### config.mk
export PLATFORM = sky130hd
export DESIGN_NAME = option22_host
export DESIGN_NICKNAME = d
export VERILOG_FILES = /design/src/rtl/option22_pkg.sv /design/src/rtl/option22_clkgen.sv /design/src/rtl/option22_host.sv
export SDC_FILE = /design/constraint.sdc
export NUM_CORES = 1
export LEC_CHECK = 0
export BUFFER_PORTS_ARGS = -buffer_cell sky130_fd_sc_hd__buf_2
export CORE_MARGIN = 2
export CORE_UTILIZATION = 35
export CTS_CLUSTER_SIZE = 40
export DETAILED_ROUTE_END_ITERATION = 6
export SYNTH_ARGS = -nofsm -noshare
export SYNTH_HDL_FRONTEND = slang
export SYNTH_SLANG_ARGS = --single-unit
export TNS_END_PERCENT = 100
### constraint.sdc
create_clock -name clk -period 1.8 [get_ports clk]
set_clock_uncertainty 0.1 [all_clocks]
set_input_delay 0.36 -clock clk [delete_from_list [all_inputs] [get_ports clk]]
set_output_delay 0.36 -clock clk [all_outputs]
set_load 0.01 [all_outputs]
### src/rtl/option22_pkg.sv
// rtl/option22_pkg.sv - shared encodings and state type for the option22 host driver
package option22_pkg;

    localparam int DEFAULT_WORD_COUNT = 64;

    // Command opcodes carried on cmd_op_i; 2'b11 is reserved and behaves as a read.
    localparam logic [1:0] OP_WRITE = 2'b00;
    localparam logic [1:0] OP_READ  = 2'b01;
    localparam logic [1:0] OP_INIT  = 2'b10;

    typedef enum logic [2:0] {
        ST_INIT,
        ST_IDLE,
        ST_LOW,
        ST_HIGH,
        ST_DONE
    } state_e;

endpackage

### src/rtl/option22_clkgen.sv
// rtl/option22_clkgen.sv - half-period divider for the memory shift clock
//
// Ports:
//   clk, reset    system clock, synchronous active-high reset
//   en_i          count while high; the counter parks at zero when low
//   phase_end_o   high in the last system cycle of each CLK_DIV-cycle phase
module option22_clkgen #(
    parameter int CLK_DIV = 2
) (
    input  logic clk,
    input  logic reset,
    input  logic en_i,
    output logic phase_end_o
);

    localparam int DW = (CLK_DIV > 1) ? $clog2(CLK_DIV) : 1;
    localparam logic [DW-1:0] DIV_LAST = DW'(CLK_DIV - 1);

    logic [DW-1:0] div_q;
    logic [DW-1:0] div_d;

    assign phase_end_o = en_i && (div_q == DIV_LAST);

    // Parking at zero while disabled means every phase starts on a fresh count.
    always_comb begin
        div_d = '0;
        if (en_i && (div_q != DIV_LAST)) begin
            div_d = div_q + DW'(1);
        end
    end

    always_ff @(posedge clk) begin
        if (reset) begin
            div_q <= '0;
        end else begin
            div_q <= div_d;
        end
    end

endmodule

### src/rtl/option22_host.sv
// rtl/option22_host.sv - byte command host that bit-serialises into the option22 ring memory
//
// Ports:
//   clk, reset                 system clock, synchronous active-high reset
//   cmd_valid_i / cmd_ready_o  command handshake; ready only while idle
//   cmd_op_i, cmd_data_i       opcode (write/read/re-init) and write byte
//   rsp_valid_o, rsp_data_o    one-cycle read strobe; data held until the next read
//   word_idx_o                 byte operations since last init, modulo WORD_COUNT
//   mem_clk_o .. mem_din_o     memory control: shift clock, reset, write enable, data bit
//   mem_out_i                  memory word output
module option22_host
    import option22_pkg::*;
#(
    parameter int WORD_COUNT  = DEFAULT_WORD_COUNT,
    parameter int CLK_DIV     = 2,
    parameter int INIT_CYCLES = 4
) (
    input  logic                          clk,
    input  logic                          reset,
    input  logic                          cmd_valid_i,
    output logic                          cmd_ready_o,
    input  logic [1:0]                    cmd_op_i,
    input  logic [7:0]                    cmd_data_i,
    output logic                          rsp_valid_o,
    output logic [7:0]                    rsp_data_o,
    output logic [$clog2(WORD_COUNT)-1:0] word_idx_o,
    output logic                          mem_clk_o,
    output logic                          mem_reset_o,
    output logic                          mem_write_o,
    output logic                          mem_din_o,
    input  logic [7:0]                    mem_out_i
);

    localparam int IW = $clog2(WORD_COUNT);
    localparam int NW = $clog2(INIT_CYCLES + 1);
    localparam logic [NW-1:0] INIT_LAST = NW'(INIT_CYCLES - 1);
    localparam logic [IW-1:0] IDX_LAST  = IW'(WORD_COUNT - 1);

    state_e        state_q, state_d;
    logic [NW-1:0] init_cnt_q, init_cnt_d;
    logic [2:0]    bit_q, bit_d;
    logic [2:0]    bit_dec;
    logic [7:0]    data_q, data_d;
    logic          is_write_q, is_write_d;
    logic [IW-1:0] word_idx_q, word_idx_d;
    logic          mem_clk_q, mem_clk_d;
    logic          mem_reset_q, mem_reset_d;
    logic          mem_write_q, mem_write_d;
    logic          mem_din_q, mem_din_d;
    logic          rsp_valid_q, rsp_valid_d;
    logic [7:0]    rsp_data_q, rsp_data_d;
    logic          phase_end;
    logic          shifting;

    assign shifting = (state_q == ST_LOW) || (state_q == ST_HIGH);
    assign bit_dec  = bit_q - 3'd1;

    option22_clkgen #(
        .CLK_DIV(CLK_DIV)
    ) u_clkgen (
        .clk        (clk),
        .reset      (reset),
        .en_i       (shifting),
        .phase_end_o(phase_end)
    );

    assign cmd_ready_o = (state_q == ST_IDLE);
    assign rsp_valid_o = rsp_valid_q;
    assign rsp_data_o  = rsp_data_q;
    assign word_idx_o  = word_idx_q;
    assign mem_clk_o   = mem_clk_q;
    assign mem_reset_o = mem_reset_q;
    assign mem_write_o = mem_write_q;
    assign mem_din_o   = mem_din_q;

    // All memory-facing outputs are registered and updated on the edge that
    // enters a state, so each one is glitch-free and aligned with its phase.
    always_comb begin
        state_d     = state_q;
        init_cnt_d  = init_cnt_q;
        bit_d       = bit_q;
        data_d      = data_q;
        is_write_d  = is_write_q;
        word_idx_d  = word_idx_q;
        mem_clk_d   = mem_clk_q;
        mem_reset_d = mem_reset_q;
        mem_write_d = mem_write_q;
        mem_din_d   = mem_din_q;
        rsp_valid_d = 1'b0;
        rsp_data_d  = rsp_data_q;

        case (state_q)
            ST_INIT: begin
                mem_clk_d  = 1'b0;
                word_idx_d = '0;
                bit_d      = '0;
                if (init_cnt_q == INIT_LAST) begin
                    init_cnt_d  = '0;
                    mem_reset_d = 1'b0;
                    state_d     = ST_IDLE;
                end else begin
                    init_cnt_d  = init_cnt_q + NW'(1);
                    mem_reset_d = 1'b1;
                end
            end
            ST_IDLE: begin
                if (cmd_valid_i) begin
                    data_d = cmd_data_i;
                    if (cmd_op_i == OP_INIT) begin
                        init_cnt_d  = '0;
                        mem_reset_d = 1'b1;
                        word_idx_d  = '0;
                        state_d     = ST_INIT;
                    end else begin
                        is_write_d  = (cmd_op_i == OP_WRITE);
                        mem_write_d = (cmd_op_i == OP_WRITE);
                        mem_din_d   = (cmd_op_i == OP_WRITE) && cmd_data_i[7];
                        bit_d       = 3'd7;
                        state_d     = ST_LOW;
                    end
                end
            end
            ST_LOW: begin
                if (phase_end) begin
                    mem_clk_d = 1'b1;
                    state_d   = ST_HIGH;
                end
            end
            ST_HIGH: begin
                if (phase_end) begin
                    mem_clk_d = 1'b0;
                    if (bit_q == 3'd0) begin
                        // Sampled CLK_DIV cycles after the 8th rising edge.
                        mem_write_d = 1'b0;
                        rsp_valid_d = !is_write_q;
                        if (!is_write_q) begin
                            rsp_data_d = mem_out_i;
                        end
                        state_d = ST_DONE;
                    end else begin
                        bit_d     = bit_dec;
                        mem_din_d = is_write_q && data_q[bit_dec];
                        state_d   = ST_LOW;
                    end
                end
            end
            ST_DONE: begin
                word_idx_d = (word_idx_q == IDX_LAST) ? '0 : word_idx_q + IW'(1);
                state_d    = ST_IDLE;
            end
            default: begin
                state_d = ST_INIT;
            end
        endcase
    end

    always_ff @(posedge clk) begin
        if (reset) begin
            state_q     <= ST_INIT;
            init_cnt_q  <= '0;
            bit_q       <= '0;
            data_q      <= '0;
            is_write_q  <= 1'b0;
            word_idx_q  <= '0;
            mem_clk_q   <= 1'b0;
            mem_reset_q <= 1'b1;
            mem_write_q <= 1'b0;
            mem_din_q   <= 1'b0;
            rsp_valid_q <= 1'b0;
            rsp_data_q  <= '0;
        end else begin
            state_q     <= state_d;
            init_cnt_q  <= init_cnt_d;
            bit_q       <= bit_d;
            data_q      <= data_d;
            is_write_q  <= is_write_d;
            word_idx_q  <= word_idx_d;
            mem_clk_q   <= mem_clk_d;
            mem_reset_q <= mem_reset_d;
            mem_write_q <= mem_write_d;
            mem_din_q   <= mem_din_d;
            rsp_valid_q <= rsp_valid_d;
            rsp_data_q  <= rsp_data_d;
        end
    end

endmodule
# Word level (Yosys, flattened, before mapping)
# Index checks and enable logic that the tools add are counted.
# word_totals
ff_bits	38
in_bits	21
output_inout_bits	20
elab_cells	105
# op_classes
add_sub_neg	4
order_cmp	1
n_eq_ne	15
n_mux	39
bitwise	7
reduce_logical	26
# op_table
cell	n
3-bit two-way mux	12
6-bit two-way mux	3
6-bit one-hot mux with 3 select lines	1
3-bit one-hot mux with 5 select lines	1
5-bit AND reduction	3
1-bit two-way mux	14
2-bit inequality test, second input constant	6
3-bit AND reduction	4
3-bit by 2-bit == test with 1-bit output, second input constant	3
3-bit one-hot mux with 3 select lines	1
3-bit nonzero test	3
4-bit AND reduction	2
1-bit inverter	7
6-bit by 1-bit adder with 6-bit output, second input constant	1
6-bit == test, second input constant	1
3-bit zero test	2
1-bit one-hot mux with 2 select lines	3
3-bit one-hot mux with 2 select lines	1
1-bit logical AND	4
3-bit by 4-bit < comparator with 1-bit output, second input constant	1
2-bit by 1-bit inequality test with 1-bit output, second input constant	2
2-bit nonzero test	2
4-bit OR reduction	1
3-bit by 1-bit adder with 3-bit output, second input constant	1
13 further kinds	13

# Logic depth before layout (Yosys ltp)
# Gate-level depths: netlist of run 1.
# depth
word_depth	7
ltp_mapped	6
depth_no_buf	6

# By module
# A second synthesis of run 1 with hierarchy kept.
# unflattened
cells_unflattened	208
area_unflattened_um2	1770.4
# by_module_without_submodules
mod	instances	cells_each	area_each_um2	seq_area_each_um2
option22_host	1	205	1730.4	740.7
option22_clkgen	1	3	40.0	20.0

# Least setup slack after synthesis of run 1
# No wires, ideal clock.
# synth_path
kind	reg2reg
startpoint	register bit_q[0]
endpoint	register mem_din_q (netlist: mem_din_o)
setup_ns	0.086
t_arrival_ns	1.452
required_ns	1.614
slack_ns	0.163
path_stages_with_launch	7
path_buffers	0
synth_period_minus_slack_ns	1.637
path_cell_list	dfxtp_1 -> inv_1 -> ha_1 -> mux4_2 -> nand3b_1 -> and4_1 -> a211oi_1
# synth_between
elab_chain_len	7
elab_cells_between_ends	10
cone_classes	add/sub: 1; eq/ne: 1; mux: 5; reduce/logical: 3
# synth_lines
item	line	rtl
start, declared	option22_host.sv:41	logic [2:0] bit_q, bit_d;
start signal, assigned	option22_host.sv:174	bit_q <= bit_d;
3-bit by 1-bit subtractor with 3-bit output	option22_host.sv:56	assign bit_dec = bit_q - 3'd1;
1-bit binary-select mux with 3-bit select	option22_host.sv:142	mem_din_d = is_write_q && data_q[bit_dec];
1-bit two-way mux (not written as such)	option22_host.sv:142	
1-bit logical AND	option22_host.sv:142	
1-bit two-way mux	option22_host.sv:132	if (bit_q == 3'd0) begin
1-bit two-way mux	option22_host.sv:130	if (phase_end) begin
1-bit one-hot mux with 2 select lines	option22_host.sv:92	case (state_q)
end signal, assigned	option22_host.sv:181	mem_din_q <= mem_din_d;
end, declared	option22_host.sv:49	logic mem_din_q, mem_din_d;
# Parallel ways exist; a longest one is shown, timed or not. The select of a mux whose other input is x is not followed.
# A chain may end at the register's enable or synchronous reset.

# Worst setup path in the final report of run 1
# layout_path
startpoint	register state_q[2]
endpoint	output port cmd_ready_o
# layout_between
elab_chain_len	1
# layout_lines
item	line	rtl
start, declared	option22_host.sv:39	state_e state_q, state_d;
start signal, assigned	option22_host.sv:172	state_q <= state_d;
3-bit by 1-bit == test with 1-bit output	option22_host.sv:67	assign cmd_ready_o = (state_q == ST_IDLE);
end, declared	option22_host.sv:21	output logic cmd_ready_o,
# No other way between the ends.

==> flow_metrics.py, run 1 <==
metrics = {
    "global_routing": {
        "antenna_found_initial": 0,
        "grt.overflow.total": 0,
        "grt_max_degree": 13,
        "grt_pass1_wl_um": 6750,
        "grt_pass1_vias": 1450,
        "track_usage": 0.158,
    },
    "worst_setup_path": {
        "required_ns": 1.34,
        "crit_chain": "buf_4 > nor3b_4 > buf_2",
        "cp_max_fo": 8,
        "crit_path_start_kind": "register",
        "worstReg2RegEnd": "mem_din_o",
        "reg2reg_depth": 6,
        "cp_slowest_cell": "dfxtp_2",
        "max_stage_delay_ns": 0.36,
        "reg2reg_setup_slack_ns": 0.16,
        "cp-end-kind": "primary output",
        "criticalPathCategory": "reg2out",
        "cp.arrival_ns": 1.22,
        "r2r-start": "bit_q[0]",
    },
    "timing": {
        "rsz0062_at_grt": "no",
        "worstMarginPinSlew_ns": 0.432,
        "clock.fmax_ghz": 0.597,
        "fin_tns_setup_ns": 0,
        "hold_viol_final": 0,
        "period_needed_ns": 1.68,
        "finalSetupViolCount": 0,
        "period_share": 0.931,
        "relSlewSlack": 0.712,
        "maxSlewViolCount": 0,
    },
    "synthesis": {
        "seq_area_frac_synth": 0.430,
        "synth_cell_types": 46,
        "syn-num-nets": 228,
        "synth_edf_count": 0,
        "synth_warnings": 0,
        "postSynthCellCount": 203,
        "synth-main-ff-cell": "dfxtp_1",
        "async_flop_share": 0,
        "syn_area_per_cell_um2": 8.71,
        "ys_ff_latch": 38,
        "syn_area_um2": 1770,
    },
    "drt": {
        "vias": 1625,
        "drt_iter0_drc": 81,
        "drc": 0,
        "viasPerCell": 5.00,
        "drt_wl_total_um": 4030,
        "ant_nets": 0,
        "routedWlPerCell_um": 12.4,
        "firstDrtPassIters": 4,
    },
    "floorplan": {
        "die_area_um2": 5640,
        "coreArea_um2": 4790,
        "start_util": 0.369,
        "fp-row-count": 25,
        "die_x_um": 75.1,
        "die_h_um": 75.1,
        "ios": 41,
    },
    "placement": {
        "hpwlAfterDp_um": 2900,
        "io_buffers": 40,
        "gp_congestion": 0.815,
        "place_area_um2": 2120,
    },
    "clock_network": {
        "hold_buffers": 0,
        "clock-sinks": 38,
        "tritoncts": "yes",
        "h-tree-depth": 2,
        "clockBufferDepth": 2,
        "path_clk_slew_ns": 0.08,
        "root_buffer": "clkbuf_8",
        "numCtsBuffers": 5,
        "clock_latency_ns": 0.29,
    },
    "flow_run": {
        "drv_cap": 0,
    },
    "min_path": {
        "hold_end": "data_q[4]",
        "holdPathStages": 3,
        "holdCritStartpoint": "cmd_data_i[4]",
        "hp-class": "in2reg",
    },
    "pwr": {
        "pwr_density_cell_nw_per_um2": 930,
        "ir_worst_vdd_mv": 0.472,
        "p_leak_nw": 0.955,
    },
    "layout": {
        "post_route_cells_drive_above_1_share": 0.287,
        "syn_to_final_growth_pct": 29.6,
        "fill_cells": 470,
        "fin_nets": 282,
        "post-route-cell-area_um2": 2290,
        "diodes": 0,
        "layout_commonest_cell": "buf_2",
        "mostFrequentLayoutCells": "buf_2 (40), dfxtp_1 (36), nand2_1 (26), nor2_1 (23), a21oi_1 (20)",
    },
    "run_status": {
        "status": "finished clean",
    },
}
where the power goes:
| group | internal (mW) | switching (mW) | leakage [nW] | total, mW |
|---|---|---|---|---|
| combinational | 0.159 | 0.163 | 0.576 | 0.322 |
| clock | 0.591 | 0.305 | 0.0714 | 0.896 |
| sequential | 0.880 | 0.0323 | 0.308 | 0.912 |
| total | 1.63 | 0.500 | 0.955 | 2.13 |
cell usage after synthesis, drive strengths merged (2+ instances only):
| cell | n | area [um2] |
|---|---|---|
| a21oi | 20 | 100 |
| o21a | 2 | 15.0 |
| nor3 | 7 | 46.3 |
| mux2i | 9 | 90.1 |
| nand3b | 4 | 30.0 |
| dfxtp | 38 | 761 |
| nor2 | 23 | 86.3 |
| o21ai | 4 | 20.0 |
| nand2 | 26 | 97.6 |
| nor3b | 2 | 25.0 |
| nor2b | 3 | 18.8 |
| clkbuf | 8 | 30.0 |
| o22ai | 2 | 12.5 |
| a22oi | 2 | 15.0 |
| nand2b | 2 | 12.5 |
| mux4 | 2 | 45.0 |
| ha | 4 | 50.1 |
| a211oi | 2 | 15.0 |
| inv | 7 | 26.3 |
| xnor2 | 3 | 26.3 |
| nor4 | 2 | 12.5 |
| buf | 2 | 10.0 |
| and4 | 2 | 17.5 |
| nand3 | 5 | 25.0 |
| and3 | 2 | 12.5 |
| a21o | 2 | 15.0 |
sequential cells by signal, summed over array words and instances (netlist names):
| register | flops |
|---|---|
| data_q | 8 |
| rsp_data_o | 8 |
| word_idx_o | 6 |
| bit_q | 3 |
| init_cnt_q | 3 |
| state_q | 3 |
| is_write_q | 1 |
| mem_clk_o | 1 |
| mem_din_o | 1 |
| mem_reset_o | 1 |
| mem_write_o | 1 |
| rsp_valid_o | 1 |
| u_clkgen.div_q | 1 |
critical path: cells and delay by family, from the launching register on:
kind                   cells  cell delay (ns)
DFF                        1             0.36
buffers and inverters      2             0.34
and+or+nand+nor            1             0.23
logic make-up (layout without fill, tap and decap cells):
family,after synthesis,after routing,share of synthesized area
and+or+nand+nor,85,85,0.251
xor gates and xnor gates,4,4,0.0198
DFF,38,38,0.430
AOI/OAI and AO/OA,44,44,0.157
adders and majority gates,4,4,0.0283
muxes,11,11,0.0764
buffers and inverters,17,72,0.0375
per-stage QoR:
stage / instances / worst slack, ns / utilization / hold WS, ns / power, mW
after floorplan: 203 / 0.163 / - / 0.333 / 1.12
after global placement: 315 / 0.0692 / 0.444 / 0.345 / 1.23
after detailed placement: 315 / 0.0432 / 0.444 / 0.348 / 1.24
after CTS: 323 / 0.00441 / 0.475 / 0.194 / 2.14
after global routing: 325 / 0.0312 / 0.479 / 0.212 / 2.24
final: 325 / 0.124 / 0.479 / 0.201 / 2.13
per-layer routing:
| layer | vias to the layer above | wire (um) | GRT usage | share of wire |
|---|---|---|---|---|
| met4 | 0 | 40 | 0.0575 | 0.0099 |
| met3 | 6 | 239 | 0.0455 | 0.059 |
| met2 | 49 | 1810 | 0.232 | 0.45 |
| li1 | 826 | - | - | - |
| met5 | - | 0 | 0 | 0 |
| met1 | 744 | 1950 | 0.221 | 0.48 |
what timing repair did:
action                     in CTS  in global routing
resized for setup               1                  2
pin swaps                       1                  1
cloned                          0                  0
setup endpoints to repair       1                 10
setup buffers                   0                  2
area by class of cell:
type	instances	area, um2	area share
clock buffers	6	82.6	0.0360
clock inverters	2	60.1	0.0262
inverters	7	26.3	0.0115
multi-input cells	148	947	0.413
flip-flops and latches	38	763	0.333
well taps	67	83.8	0.0366
repair buffers	57	328	0.143
how the worst max path moves through the flow:
stage                start            end  depth (start not counted)
3_5_place_dp   cmd_op_i[0]  init_cnt_q[1]                          5
4_1_cts         state_q[2]    cmd_ready_o                          3
6_report        state_q[2]    cmd_ready_o                          3
2_1_floorplan     bit_q[0]      mem_din_o                          6
5_1_grt           bit_q[0]  rsp_data_o[6]                          7
3_3_place_gp   cmd_op_i[0]  init_cnt_q[1]                          5
Power figures use the tool's default switching activity.
==> inputs of run 2 (changes only) <==
Settings changed: SETUP_SLACK_MARGIN set to 0.5.
==> run 2 against run 1 <==
  * Power is 11% lower
  * Final area is 13% higher
  * Sequential power hardly changed
  * Critical path depth is 4 higher
  * Die area stayed put
  * Global-route usage is 1.4 points higher
  * Register-to-register slack better by 0.10 ns
  * Fmax is 8.9% higher
  * Via count is 3.8% higher
  * Sequential share of layout area is 2.9 points lower
  * Hold slack better by 0.00081 ns
  * Core utilization is 6.3 points higher
  * Critical endpoint is now rsp_data_o[4]
==> flow_metrics.py, run 2 (synthesis gave the netlist of run 1 again) <==
metrics = {
    "run_status": {
        "status": "finished clean",
    },
    "layout": {
        "diodes": 0,
        "fill_cells": 444,
        "post_route_cells_drive_above_1_share": 0.463,
        "syn_to_final_growth_pct": 46.6,
        "mostFrequentLayoutCells": "buf_2 (40), dfxtp_1 (26), nand2_1 (24), nor2_1 (22), buf_4 (18)",
        "fin_nets": 294,
        "layout_commonest_cell": "buf_2",
    },
    "worst_setup_path": {
        "cp_slowest_cell": "dfxtp_4",
        "crit_path_start_kind": "register",
        "worstReg2RegEnd": "rsp_data_o[4]",
        "cp_num_buf_inv": 2,
        "crit_chain": "inv_4 > ha_4 > nand3b_1 > nor3_4 > buf_6 > mux2i_1 > nor2_1",
        "cp_max_fo": 8,
        "required_ns": 1.88,
        "reg2reg_setup_slack_ns": 0.26,
        "criticalPathCategory": "reg2reg",
        "reg2reg_depth": 7,
        "max_stage_delay_ns": 0.36,
        "cp.arrival_ns": 1.62,
        "cp-end-kind": "register",
        "crit_family": "simple AND/OR/NAND/NOR gates",
        "endpoint": "rsp_data_o[4]",
        "startpoint": "bit_q[0]",
        "crit_cells": 7,
        "r2r-start": "bit_q[0]",
    },
    "pwr": {
        "pwr_density_cell_nw_per_um2": 729,
        "power_mw": 1.89,
        "ir_worst_vdd_mv": 0.384,
        "p_leak_nw": 1.03,
    },
    "drt": {
        "firstDrtPassIters": 4,
        "drc": 0,
        "drt_wl_total_um": 4680,
        "drt_iter0_drc": 60,
        "viasPerCell": 5.03,
        "vias": 1686,
        "ant_nets": 0,
        "routedWlPerCell_um": 14.0,
    },
    "global_routing": {
        "grt_pass1_vias": 1553,
        "antenna_found_initial": 0,
        "track_usage": 0.172,
        "grt.overflow.total": 0,
        "grt_max_degree": 15,
        "grt_pass1_wl_um": 7250,
    },
    "timing": {
        "fin_tns_setup_ns": 0,
        "rsz0062_at_grt": "yes",
        "hold_viol_final": 0,
        "period_share": 0.855,
        "worstMarginPinSlew_ns": 0.351,
        "clock.fmax_ghz": 0.650,
        "finalSetupViolCount": 0,
        "relSlewSlack": 0.766,
        "maxSlewViolCount": 0,
        "period_needed_ns": 1.54,
    },
    "clock_network": {
        "root_buffer": "clkbuf_8",
        "clock-sinks": 38,
        "clockBufferDepth": 2,
        "numCtsBuffers": 5,
        "tritoncts": "yes",
        "h-tree-depth": 2,
        "clock_latency_ns": 0.29,
        "path_clk_slew_ns": 0.07,
    },
    "flow_run": {
        "drv_cap": 0,
    },
    "placement": {
        "gp_congestion": 0.732,
        "hpwlAfterDp_um": 2910,
        "io_buffers": 40,
    },
    "min_path": {
        "holdPathStages": 3,
        "hp-class": "in2reg",
    },
    "floorplan": {
        "die_h_um": 75.1,
        "die_x_um": 75.1,
        "ios": 41,
        "coreArea_um2": 4790,
        "die_area_um2": 5640,
        "start_util": 0.369,
        "fp-row-count": 25,
    },
}
==> run 2: layer usage <==
metal  up-vias  global-route usage  wire length (um)
met3         8              0.0442               195
met1       789               0.226              2110
met5         -                   0                 0
met2        43               0.276              2300
met4         0              0.0575                74
li1        846                   -                 -
==> run 2: how the worst min path moves through the flow <==
stage / from / end / slack [ns]
after global routing: cmd_data_i[3] / data_q[3] / 0.21
final: cmd_data_i[0] / data_q[0] / 0.20
after CTS: cmd_data_i[1] / data_q[1] / 0.20
after global placement: data_q[3] / data_q[3] / 0.34
after floorplan: data_q[1] / data_q[1] / 0.33
after detailed placement: data_q[2] / data_q[2] / 0.35
==> run 2: cell type report <==
type	instances	area (um2)	area share
Multi-Input combinational cell	149	1160	0.448
Sequential cell	38	788	0.304
Timing Repair Buffer	68	448	0.173
Clock buffer	6	82.6	0.0319
Inverter	7	28.8	0.0111
Tap cell	67	83.8	0.0324
==> run 2: tightest hold or removal path, stage by stage <==
cell and delay, ns:
buf_2 0.09, nand2_1 0.04, a21oi_1 0.05
==> run 2: power by group <==
| group | switching (mW) | internal [mW] | leakage (nW) |
|---|---|---|---|
| registers | 0.0329 | 0.877 | 0.314 |
| clock network | 0.286 | 0.295 | 0.0431 |
| logic | 0.199 | 0.199 | 0.675 |
==> run 2: repair_timing <==
action                                  4_1_cts  5_1_grt
hold buffers                                  0        0
resized for setup                            34       23
gates cloned                                  0        1
pin swaps                                    20       17
setup buffers                                14        7
endpoints found under the setup margin       37       40
==> run 2: through the flow <==
stage | hold slack [ns] | area, um2 | worst slack (ns) | std cells | utilization
2_1_floorplan | 0.333 | 1820 | 0.256 | 203 | -
3_3_place_gp | 0.342 | 2120 | 0.143 | 307 | 0.443
3_5_place_dp | 0.353 | 2120 | 0.125 | 307 | 0.443
4_1_cts | 0.196 | 2420 | 0.238 | 327 | 0.507
5_1_grt | 0.206 | 2590 | 0.186 | 335 | 0.541
6_report | 0.202 | 2590 | 0.261 | 335 | 0.541
==> inputs of run 3 (changes only) <==
Settings changed: ABC_AREA set to 1.
==> run 3 against run 2 <==
  * Hold slack worse by 0.0065 ns
  * Critical endpoint is now cmd_ready_o
  * First-iteration DRC count is 25% higher
  * Critical path type is now reg2out
  * Cell count is 26% higher
==> flow_metrics.py, run 3 <==
metrics = {
    "synthesis": {
        "syn-num-nets": 305,
        "yosysMostFrequentCell": "nor2_1",
        "synth_warnings": 0,
        "synth.top_cells.by_count": "nor2_1 (78), nand2_1 (57), dfxtp_1 (38)",
        "seq_area_frac_synth": 0.398,
        "synth_top_area_cell": "dfxtp_1",
        "ys_ff_latch": 38,
        "synth_edf_count": 0,
        "async_flop_share": 0,
        "yosys.area.top_type_share": 0.398,
        "postSynthCellCount": 280,
        "syn_area_um2": 1910,
        "synth-main-ff-cell": "dfxtp_1",
        "syn_area_per_cell_um2": 6.82,
        "synth_cell_types": 29,
        "synthTopCellsByArea": "dfxtp_1 (40%), nor2_1 (15%), nand2_1 (11%)",
    },
    "worst_setup_path": {
        "crit_path_start_kind": "register",
        "worstReg2RegEnd": "word_idx_o[2]",
        "cp_slowest_cell": "dfxtp_4",
        "crit_chain": "buf_6 > nor2_8 > buf_6",
        "cp-end-kind": "primary output",
        "cp_num_buf_inv": 2,
        "cp_common_cell": "buf_6",
        "cp.arrival_ns": 1.06,
        "crit_family": "flip-flops",
        "reg2reg_setup_slack_ns": 0.33,
        "criticalPathCategory": "reg2out",
        "max_stage_delay_ns": 0.38,
        "reg2reg_depth": 8,
        "required_ns": 1.34,
        "cp_max_fo": 5,
        "r2r-start": "state_q[1]",
    },
    "layout": {
        "layout.area.seq_um2": 786,
        "multi_input_area_um2": 1230,
        "instances_no_fill": 423,
        "fin_util": 0.533,
        "fill_cells": 490,
        "mostFrequentLayoutCells": "nor2_1 (58), nand2_1 (51), buf_2 (39), dfxtp_1 (28), buf_4 (26)",
        "diodes": 0,
        "fin_nets": 377,
        "post-route-cell-area_um2": 2760,
        "layout_commonest_cell": "nor2_1",
        "syn_to_final_growth_pct": 44.3,
        "post_route_cells_drive_above_1_share": 0.411,
    },
    "clock_network": {
        "path_clk_slew_ns": 0.08,
        "hold_buffers": 0,
        "tritoncts": "yes",
        "clock-sinks": 38,
        "clock_latency_ns": 0.29,
        "clockBufferDepth": 2,
        "root_buffer": "clkbuf_8",
        "numCtsBuffers": 5,
        "h-tree-depth": 2,
    },
    "drt": {
        "viasPerCell": 4.65,
        "drc": 0,
        "routedWlPerCell_um": 12.1,
        "drt_iter0_drc": 75,
        "drt_wl_total_um": 5100,
        "vias": 1966,
        "ant_nets": 0,
        "firstDrtPassIters": 4,
    },
    "floorplan": {
        "die_h_um": 77.9,
        "fp-row-count": 26,
        "ios": 41,
        "die_x_um": 77.9,
        "die_area_um2": 6070,
        "coreArea_um2": 5170,
        "start_util": 0.369,
    },
    "run_status": {
        "status": "finished clean",
    },
    "timing": {
        "period_share": 0.847,
        "clock.fmax_ghz": 0.656,
        "fin_tns_setup_ns": 0,
        "finalSetupViolCount": 0,
        "period_needed_ns": 1.52,
        "maxSlewViolCount": 0,
        "worst_slack_ns": 0.275,
        "relSlewSlack": 0.853,
        "worstMarginPinSlew_ns": 0.220,
        "rsz0062_at_grt": "yes",
        "hold_viol_final": 0,
        "timing.hold.ws_ns": 0.195,
    },
    "pwr": {
        "power_mw": 3.62,
        "ir_worst_vdd_mv": 0.547,
        "p_leak_nw": 1.24,
        "pwr_density_cell_nw_per_um2": 1310,
    },
    "flow_run": {
        "drv_cap": 0,
    },
    "placement": {
        "gp_congestion": 0.810,
        "place_ws_ns": 0.210,
        "place_area_um2": 2230,
        "hpwlAfterDp_um": 3260,
        "io_buffers": 40,
        "place_inst": 387,
    },
    "min_path": {
        "hp-class": "in2reg",
        "hold_end": "data_q[0]",
        "holdCritStartpoint": "cmd_data_i[0]",
        "holdPathStages": 3,
    },
    "global_routing": {
        "grt_pass1_vias": 1701,
        "grt_max_degree": 16,
        "antenna_found_initial": 0,
        "grt_pass1_wl_um": 8070,
        "track_usage": 0.168,
        "grt.overflow.total": 0,
    },
}
[run 3: worst reg2reg max path: cells and delay by family, from the launching register on]
| family | cells | cell delay [ns] |
|---|---|---|
| buffers and inverters | 2 | 0.29 |
| flip-flops | 1 | 0.38 |
| AND/OR/NAND/NOR | 5 | 0.38 |
| AO/OA/AOI/OAI | 1 | 0.21 |
[run 3: final cells by class]
class | instances | share of cell area
Timing Repair Buffer | 70 | 0.162
Clock buffer | 6 | 0.0263
Tap cell | 70 | 0.0318
Clock inverter | 2 | 0.00363
Inverter | 28 | 0.0463
Sequential cell | 38 | 0.285
Multi-Input combinational cell | 209 | 0.445
[run 3: routing by layer]
layer  up-vias  global-route usage  part of all wire
met2        32               0.272              0.50
met5         -                   0                 0
li1       1037                   -                 -
met4         0              0.0804             0.016
met3        10              0.0267             0.028
met1       887               0.218              0.45
[run 3: how the worst max path moves through the flow]
stage                    start            end  slack, ns  cells past startpoint
floorplan           state_q[1]  rsp_data_o[0]       0.46                      6
global placement    state_q[1]  rsp_data_o[5]       0.25                      5
detailed placement  state_q[1]  rsp_data_o[0]       0.21                      5
CTS                 state_q[2]    cmd_ready_o       0.29                      4
global route        state_q[1]    cmd_ready_o       0.25                      3
finish              state_q[1]    cmd_ready_o       0.28                      3
[run 3: what timing repair did]
item,CTS,global route
pin swaps,6,22
gates resized for setup,31,46
gates cloned,1,0
setup endpoints to repair,40,42
hold endpoints to repair,0,0
buffers inserted,13,14
[run 3: kinds of logic after synthesis]
| family | synth area share |
|---|---|
| buf+inv | 0.0786 |
| simple gates | 0.364 |
| compound gates | 0.128 |
| xor+xnor | 0.00458 |
| fa+ha+maj | 0.0262 |
| flops | 0.398 |
[run 3: report_power, final]
| part | internal [mW] | leakage, nW | switching [mW] |
|---|---|---|---|
| registers | 0.987 | 0.315 | 0.143 |
| clock network | 0.269 | 0.0450 | 0.303 |
| logic | 0.852 | 0.882 | 1.07 |
